### src/rtl/spatial_mult_pkg.sv
// Shared sizing helpers for the spatial multiplier B-operand path.
// The B input mux and the operand packer derive their widths from the same
// functions here, so the packed word always matches the mux width.
package spatial_mult_pkg;

  // Ceiling log2 for elaboration-time width calculations.
  function automatic int clog2(input int value);
    int r;
    r = 0;
    for (int i = 0; i < 31; i++) begin
      if ((1 << i) < value) r = i + 1;
    end
    return r;
  endfunction

  // Number of lowest-precision beats that make up one top-level operand.
  function automatic int beats_of(input int precision, input int l_precision);
    return precision / l_precision;
  endfunction

  // Packed word width seen by the B input mux.
  function automatic int data_width_of(input int precision, input int l_precision);
    return (precision / l_precision) * precision;
  endfunction

  // Width needed to hold a beat count of 0..BEATS.
  function automatic int cnt_width_of(input int precision, input int l_precision);
    return clog2((precision / l_precision) + 1);
  endfunction

endpackage

### src/rtl/operand_b_packer_if.sv
// Bundles the beat stream (s_*) and the packed word stream (m_*) of the
// B-operand packer.
//
// Handshake: a transfer happens on a rising clock edge where valid && ready.
// Once valid is raised the producer holds it and its payload until the
// transfer; ready may be raised or dropped freely and never waits on valid.
interface operand_b_packer_if #(
  parameter int PRECISION  = 8,
  parameter int DATA_WIDTH = 32,
  parameter int CNT_W      = 3
);
  logic                  s_valid;
  logic                  s_ready;
  logic [PRECISION-1:0]  s_data;
  logic                  s_last;
  logic                  m_valid;
  logic                  m_ready;
  logic [DATA_WIDTH-1:0] m_data;
  logic [CNT_W-1:0]      m_count;
  logic                  m_last;

  // Upstream beat source and downstream word consumer.
  modport master (
    output s_valid, s_data, s_last, m_ready,
    input  s_ready, m_valid, m_data, m_count, m_last
  );

  // The packer itself.
  modport slave (
    input  s_valid, s_data, s_last, m_ready,
    output s_ready, m_valid, m_data, m_count, m_last
  );
endinterface

### src/rtl/sm_fifo2.sv
// Generic 2-entry FIFO with registered outputs. The head always lives in
// mem0 so out_data is a flop output; in_ready depends only on occupancy.
module sm_fifo2 #(
  parameter int W = 8
) (
  input  logic         clk,
  input  logic         resetn,
  input  logic         in_valid,
  output logic         in_ready,
  input  logic [W-1:0] in_data,
  output logic         out_valid,
  input  logic         out_ready,
  output logic [W-1:0] out_data
);
  logic [1:0]   occ;
  logic [W-1:0] mem0;
  logic [W-1:0] mem1;
  logic         push;
  logic         pop;

  assign in_ready  = (occ != 2'd2);
  assign out_valid = (occ != 2'd0);
  assign out_data  = mem0;
  assign push      = in_valid && in_ready;
  assign pop       = out_valid && out_ready;

  // Occupancy and storage update; a pop shifts mem1 forward and clears it.
  always_ff @(posedge clk or negedge resetn) begin
    if (!resetn) begin
      occ  <= 2'd0;
      mem0 <= '0;
      mem1 <= '0;
    end else begin
      case ({push, pop})
        2'b10: begin
          if (occ == 2'd0) mem0 <= in_data;
          else             mem1 <= in_data;
          occ <= occ + 2'd1;
        end
        2'b01: begin
          mem0 <= mem1;
          mem1 <= '0;
          occ  <= occ - 2'd1;
        end
        2'b11: begin
          // Only reachable at occupancy 1: the head leaves, the new word replaces it.
          mem0 <= in_data;
        end
        default: ;
      endcase
    end
  end
endmodule

### src/rtl/operand_b_packer.sv
// Packs PRECISION-bit B-operand beats into DATA_WIDTH words for the spatial
// multiplier's B input mux. Beat k of a word lands at bits k*PRECISION; a word
// closes after BEATS beats or early on s_last, with unused beats left zero.
// Closed words wait in a 2-entry queue; while it is full no beats are taken,
// so a partially filled word simply holds.
module operand_b_packer
  import spatial_mult_pkg::*;
#(
  parameter int PRECISION   = 8,
  parameter int L_PRECISION = 2,
  parameter int DATA_WIDTH  = data_width_of(PRECISION, L_PRECISION)
) (
  input  logic               clk,
  input  logic               resetn,
  operand_b_packer_if.slave  bus,
  output logic [0:0]         fill_state
);
  localparam int BEATS   = beats_of(PRECISION, L_PRECISION);
  localparam int CNT_W   = cnt_width_of(PRECISION, L_PRECISION);
  localparam int ENTRY_W = DATA_WIDTH + CNT_W + 1;

  localparam logic [0:0] EMPTY   = 1'b0;
  localparam logic [0:0] FILLING = 1'b1;

  localparam logic [CNT_W-1:0] LAST_IDX = CNT_W'(BEATS - 1);

  logic [CNT_W-1:0]      cnt;
  logic [DATA_WIDTH-1:0] fill;
  logic [DATA_WIDTH-1:0] word;
  logic [0:0]            state;
  logic                  fifo_in_ready;
  logic                  accept;
  logic                  close;
  logic [ENTRY_W-1:0]    entry;
  logic [ENTRY_W-1:0]    head;

  assign accept      = bus.s_valid && fifo_in_ready;
  assign close       = accept && (bus.s_last || (cnt == LAST_IDX));
  assign bus.s_ready = fifo_in_ready;
  assign fill_state  = state;

  // Current fill with the incoming beat merged into its slot.
  always_comb begin
    word = fill;
    for (int k = 0; k < BEATS; k++) begin
      if (cnt == CNT_W'(k)) word[k*PRECISION +: PRECISION] = bus.s_data;
    end
  end

  assign entry = {word, cnt + CNT_W'(1), bus.s_last};

  // Beat counter, fill register and EMPTY/FILLING state.
  always_ff @(posedge clk or negedge resetn) begin
    if (!resetn) begin
      cnt   <= '0;
      fill  <= '0;
      state <= EMPTY;
    end else if (close) begin
      cnt   <= '0;
      fill  <= '0;
      state <= EMPTY;
    end else if (accept) begin
      cnt   <= cnt + CNT_W'(1);
      fill  <= word;
      state <= FILLING;
    end
  end

  sm_fifo2 #(
    .W(ENTRY_W)
  ) u_fifo (
    .clk       (clk),
    .resetn    (resetn),
    .in_valid  (close),
    .in_ready  (fifo_in_ready),
    .in_data   (entry),
    .out_valid (bus.m_valid),
    .out_ready (bus.m_ready),
    .out_data  (head)
  );

  assign {bus.m_data, bus.m_count, bus.m_last} = head;
endmodule

### src/flat_wrapper.sv
// flat-port wrapper written by rule: the top's interface ports become plain ports
module operand_b_packer_flat import spatial_mult_pkg::*;
#(
  parameter int PRECISION   = 8,
  parameter int L_PRECISION = 2,
  parameter int DATA_WIDTH  = data_width_of(PRECISION, L_PRECISION)
)
  (clk, resetn, fill_state, bus_s_valid, bus_s_data, bus_s_last, bus_m_ready, bus_s_ready, bus_m_valid, bus_m_data, bus_m_count, bus_m_last);
  operand_b_packer_if #(.PRECISION(PRECISION), .DATA_WIDTH(DATA_WIDTH), .CNT_W(3)) bus_i ();
  input  logic clk;
  input  logic resetn;
  output logic [0:0] fill_state;
  input wire logic [$bits(bus_i.s_valid)-1:0] bus_s_valid;
  input wire logic [$bits(bus_i.s_data)-1:0] bus_s_data;
  input wire logic [$bits(bus_i.s_last)-1:0] bus_s_last;
  input wire logic [$bits(bus_i.m_ready)-1:0] bus_m_ready;
  output wire logic [$bits(bus_i.s_ready)-1:0] bus_s_ready;
  output wire logic [$bits(bus_i.m_valid)-1:0] bus_m_valid;
  output wire logic [$bits(bus_i.m_data)-1:0] bus_m_data;
  output wire logic [$bits(bus_i.m_count)-1:0] bus_m_count;
  output wire logic [$bits(bus_i.m_last)-1:0] bus_m_last;
  assign bus_i.s_valid = bus_s_valid;
  assign bus_i.s_data = bus_s_data;
  assign bus_i.s_last = bus_s_last;
  assign bus_i.m_ready = bus_m_ready;
  assign bus_s_ready = bus_i.s_ready;
  assign bus_m_valid = bus_i.m_valid;
  assign bus_m_data = bus_i.m_data;
  assign bus_m_count = bus_i.m_count;
  assign bus_m_last = bus_i.m_last;
  operand_b_packer #(.PRECISION(PRECISION), .L_PRECISION(L_PRECISION), .DATA_WIDTH(DATA_WIDTH)) u_core (.clk(clk), .resetn(resetn), .bus(bus_i), .fill_state(fill_state));
endmodule
### config.mk
export PLATFORM = sky130hd
export DESIGN_NAME = operand_b_packer_flat
export DESIGN_NICKNAME = d
export VERILOG_FILES = /design/src/rtl/spatial_mult_pkg.sv /design/src/rtl/operand_b_packer_if.sv /design/src/rtl/sm_fifo2.sv /design/src/rtl/operand_b_packer.sv /design/src/flat_wrapper.sv
export SDC_FILE = /design/constraint.sdc
export NUM_CORES = 1
export LEC_CHECK = 0
export BUFFER_PORTS_ARGS = -buffer_cell sky130_fd_sc_hd__buf_2
export CORE_MARGIN = 1
export CORE_UTILIZATION = 59
export CTS_CLUSTER_DIAMETER = 30
export DETAILED_ROUTE_END_ITERATION = 8
export PLACE_DENSITY = 0.79
export SLEW_MARGIN = 0
export SYNTH_ARGS = -nofsm -noshare
export SYNTH_HDL_FRONTEND = slang
export SYNTH_SLANG_ARGS = --single-unit
### constraint.sdc
create_clock -name clk -period 3.25 [get_ports clk]
set_input_delay 0.1625 -clock clk [delete_from_list [all_inputs] [get_ports clk]]
set_output_delay 0.1625 -clock clk [all_outputs]
set_load 0.1 [all_outputs]
==> run_results.csv <==
group,metric,value,unit
synthesis,syn-num-nets,468,
synthesis,synth_area_per_cell,12.2,sq um
clock_tree,cts_tree,"done",
sta,drv_slew,0,
setup_path,required,3.51,ns
synthesis,synth_area,0.00546,sq mm
place,gp_congestion,0.851,
sta,fmax,350,MHz
synthesis,yosysMostFrequentCell,"dfrtp_1",
route,drc,2,
sta,fin_setup_tns,0,ns
grt,grt_first_pass_wirelength,20200,microns
sta,fin_crit,2.86,ns
clock_tree,clock_path_buffers,2,
die,core,0.00885,sq mm
synthesis,synth_flop_cell,"dfrtp_1",
clock_tree,ctsResizeCount,0,
setup_path,start_kind,"flip-flop",
grt,track_usage,27.3,%
synthesis,ys_types,38,
setup_path,arrival,3.12,ns
die,start_util,61.7,%
die,pin_count,52,
synthesis,yosysWarnings,0,
sta,final_hold_viol_count,0,
run,drv_cap,0,
grt,grt_pass1_vias,3810,
clock_tree,cts.htree.levels,3,
finish,synthToLayoutAreaGrowth,9.74,%
setup_path,r2r_cells,9,
synthesis,synthTopCellsByArea,"dfrtp_1, mux2_2, mux2i_1",
finish,layout.nets,511,
route,route.antenna.remaining_nets,0,
outcome,violations,"DRC",
place,io_buffer_count,51,
grt,overflow,0,
setup_path,critPathKind,"flip-flop to flip-flop",
clock_tree,hold_buffers,1,
sta,setup_viol,0,
clock_tree,cts_sinks,110,
die,die_w,98.2,microns
die,die_y,98.2,microns
sta,min_period_over_period,87.9,%
sta,worst-slew-pin-transition,0.837,ns
route,viasPerCell,6.32,
sta,rsz0062_at_grt,"no",
die,num_rows,34,
synthesis,synth-edff-count,0,
clock_tree,cts-root-buf,"clkbuf_8",
finish,num_antenna_cells,0,
synthesis,synth_area_leader_cell,"dfrtp_1",
clock_tree,postCtsSetupRepairBufs,0,
sta,relSlewSlack,44.2,%
route,first_pass_iters,8,
synthesis,synthCells,447,
min_path,holdPathStages,4,
place,dp_hpwl,8280,microns
setup_path,end_kind,"flip-flop",
grt,grt_max_degree,68,
route,dr.first_iter.drc_count,289,
min_path,holdCritPathClass,"input pin to flip-flop",
route,routed_wirelength,12300,microns
setup_path,worstPathMaxFanout,49,
clock_tree,numCtsBuffers,9,
clock_tree,insertion_delay,0.36,ns
grt,antenna_found_initial,0,
outcome,status,"finished, violations left",
synthesis,synth_top_area_share,50.4,%
clock_tree,path_clk_slew,0.10,ns
finish,drive_gt1_share,28.2,%
synthesis,ys_top_cells_by_count,"dfrtp_1, mux2_2, nand2b_1",
route,vias,3798,
route,routedWlPerCell,20.4,microns
synthesis,ys_ff_latch,110,
synthesis,async_reset_ff_share,100,%
die,die_area,0.00965,sq mm
synthesis,yosysSeqAreaShare,50.4,%
sta,fin_skew,0.0123,ns
-- worst paths after layout --
path                                      start  slack (ns)                        end
max in group asynchronous                resetn        1.98            u_core.fill[25]
worst min register to register  u_core.fill[30]        0.49            u_core.fill[30]
min in group asynchronous                resetn        0.43  u_core.u_fifo.out_data[6]
worst min-delay path                 bus_s_last        0.14              u_core.cnt[1]
worst max-delay path              u_core.cnt[0]        0.39  u_core.u_fifo.out_data[5]
worst max register to register    u_core.cnt[0]        0.39  u_core.u_fifo.out_data[5]
-- logic make-up after synthesis --
kind of cell	Yosys count	synth area share, %
compound gates	92	15.1
mux	82	16.2
flops	110	50.4
xor+xnor	3	0.481
simple gates	100	11.6
buf+inv	52	4.35
fa+ha+maj	8	1.83
-- worst max-delay path, cell delays in order (launching register included) --
cell and delay [ns]:
dfrtp_1 0.42, ha_1 0.21, ha_1 0.21, or2_1 0.25
nand3_1 0.28, ha_2 0.28, buf_4 0.35, nand2b_1 0.22
mux2i_1 0.18, o31a_1 0.35
-- sequential cells by signal, indices dropped and copies added, names as in the netlist --
signal,cells
u_core.cnt,3
u_core.fill,32
u_core.fill_state,1
u_core.u_fifo.mem1,36
u_core.u_fifo.occ,2
u_core.u_fifo.out_data,36
-- metrics by stage --
step | area (sq um) | hold WS (ns) | util (%) | std cells | setup slack, ns
final | 5990 | 0.143 | 67.7 | 601 | 0.394
after global routing | 5990 | 0.138 | 67.7 | 601 | 0.176
after CTS | 5990 | 0.130 | 67.7 | 601 | 0.400
after detailed placement | 5810 | 0.312 | 65.6 | 586 | 0.422
after global placement | 5810 | 0.310 | 65.6 | 586 | 0.494
after floorplan | 5460 | -0.133 | - | 447 | 0.265
-- per-layer routing --
layer / global-route usage, % / vias to the layer above / share of wire, %
met1: 36.8 / 1980 / 45
met2: 44.3 / 90 / 49
li1: - / 1711 / -
met5: 0 / - / 0
met3: 5.94 / 17 / 4.7
met4: 9.18 / 0 / 1.9
-- cell usage in the layout, fill, tap and decap left out, types with 2 or more instances in the layout --
| cell type | instances |
|---|---|
| dfrtp_1 | 110 |
| nand2_1 | 3 |
| mux2i_1 | 29 |
| a21oi_1 | 2 |
| inv_1 | 16 |
| mux2_1 | 4 |
| clkinv_2 | 3 |
| nor2_1 | 6 |
| o211ai_1 | 2 |
| and2_1 | 33 |
| nand3_1 | 2 |
| nand2b_1 | 36 |
| nor2b_1 | 6 |
| buf_2 | 50 |
| clkbuf_8 | 9 |
| nand4b_1 | 7 |
| buf_4 | 14 |
| o21ai_0 | 11 |
| a32o_1 | 24 |
| a311o_1 | 24 |
| o31a_1 | 24 |
| xnor2_1 | 2 |
| mux2_2 | 49 |
| nor2_2 | 3 |
| ha_1 | 7 |
-- area by class of cell --
cell class,instances,area (sq um)
inverter,18,70.1
clock inverter,5,52.6
sequential,110,2750
clock buffer,9,124
fill,672,2860
multi-input combinational,285,2470
timing repair buffer,66,385
tap,108,135
Power is not shown: default switching activity piles up to over one toggle a cycle in this logic, so the estimate is an artifact.
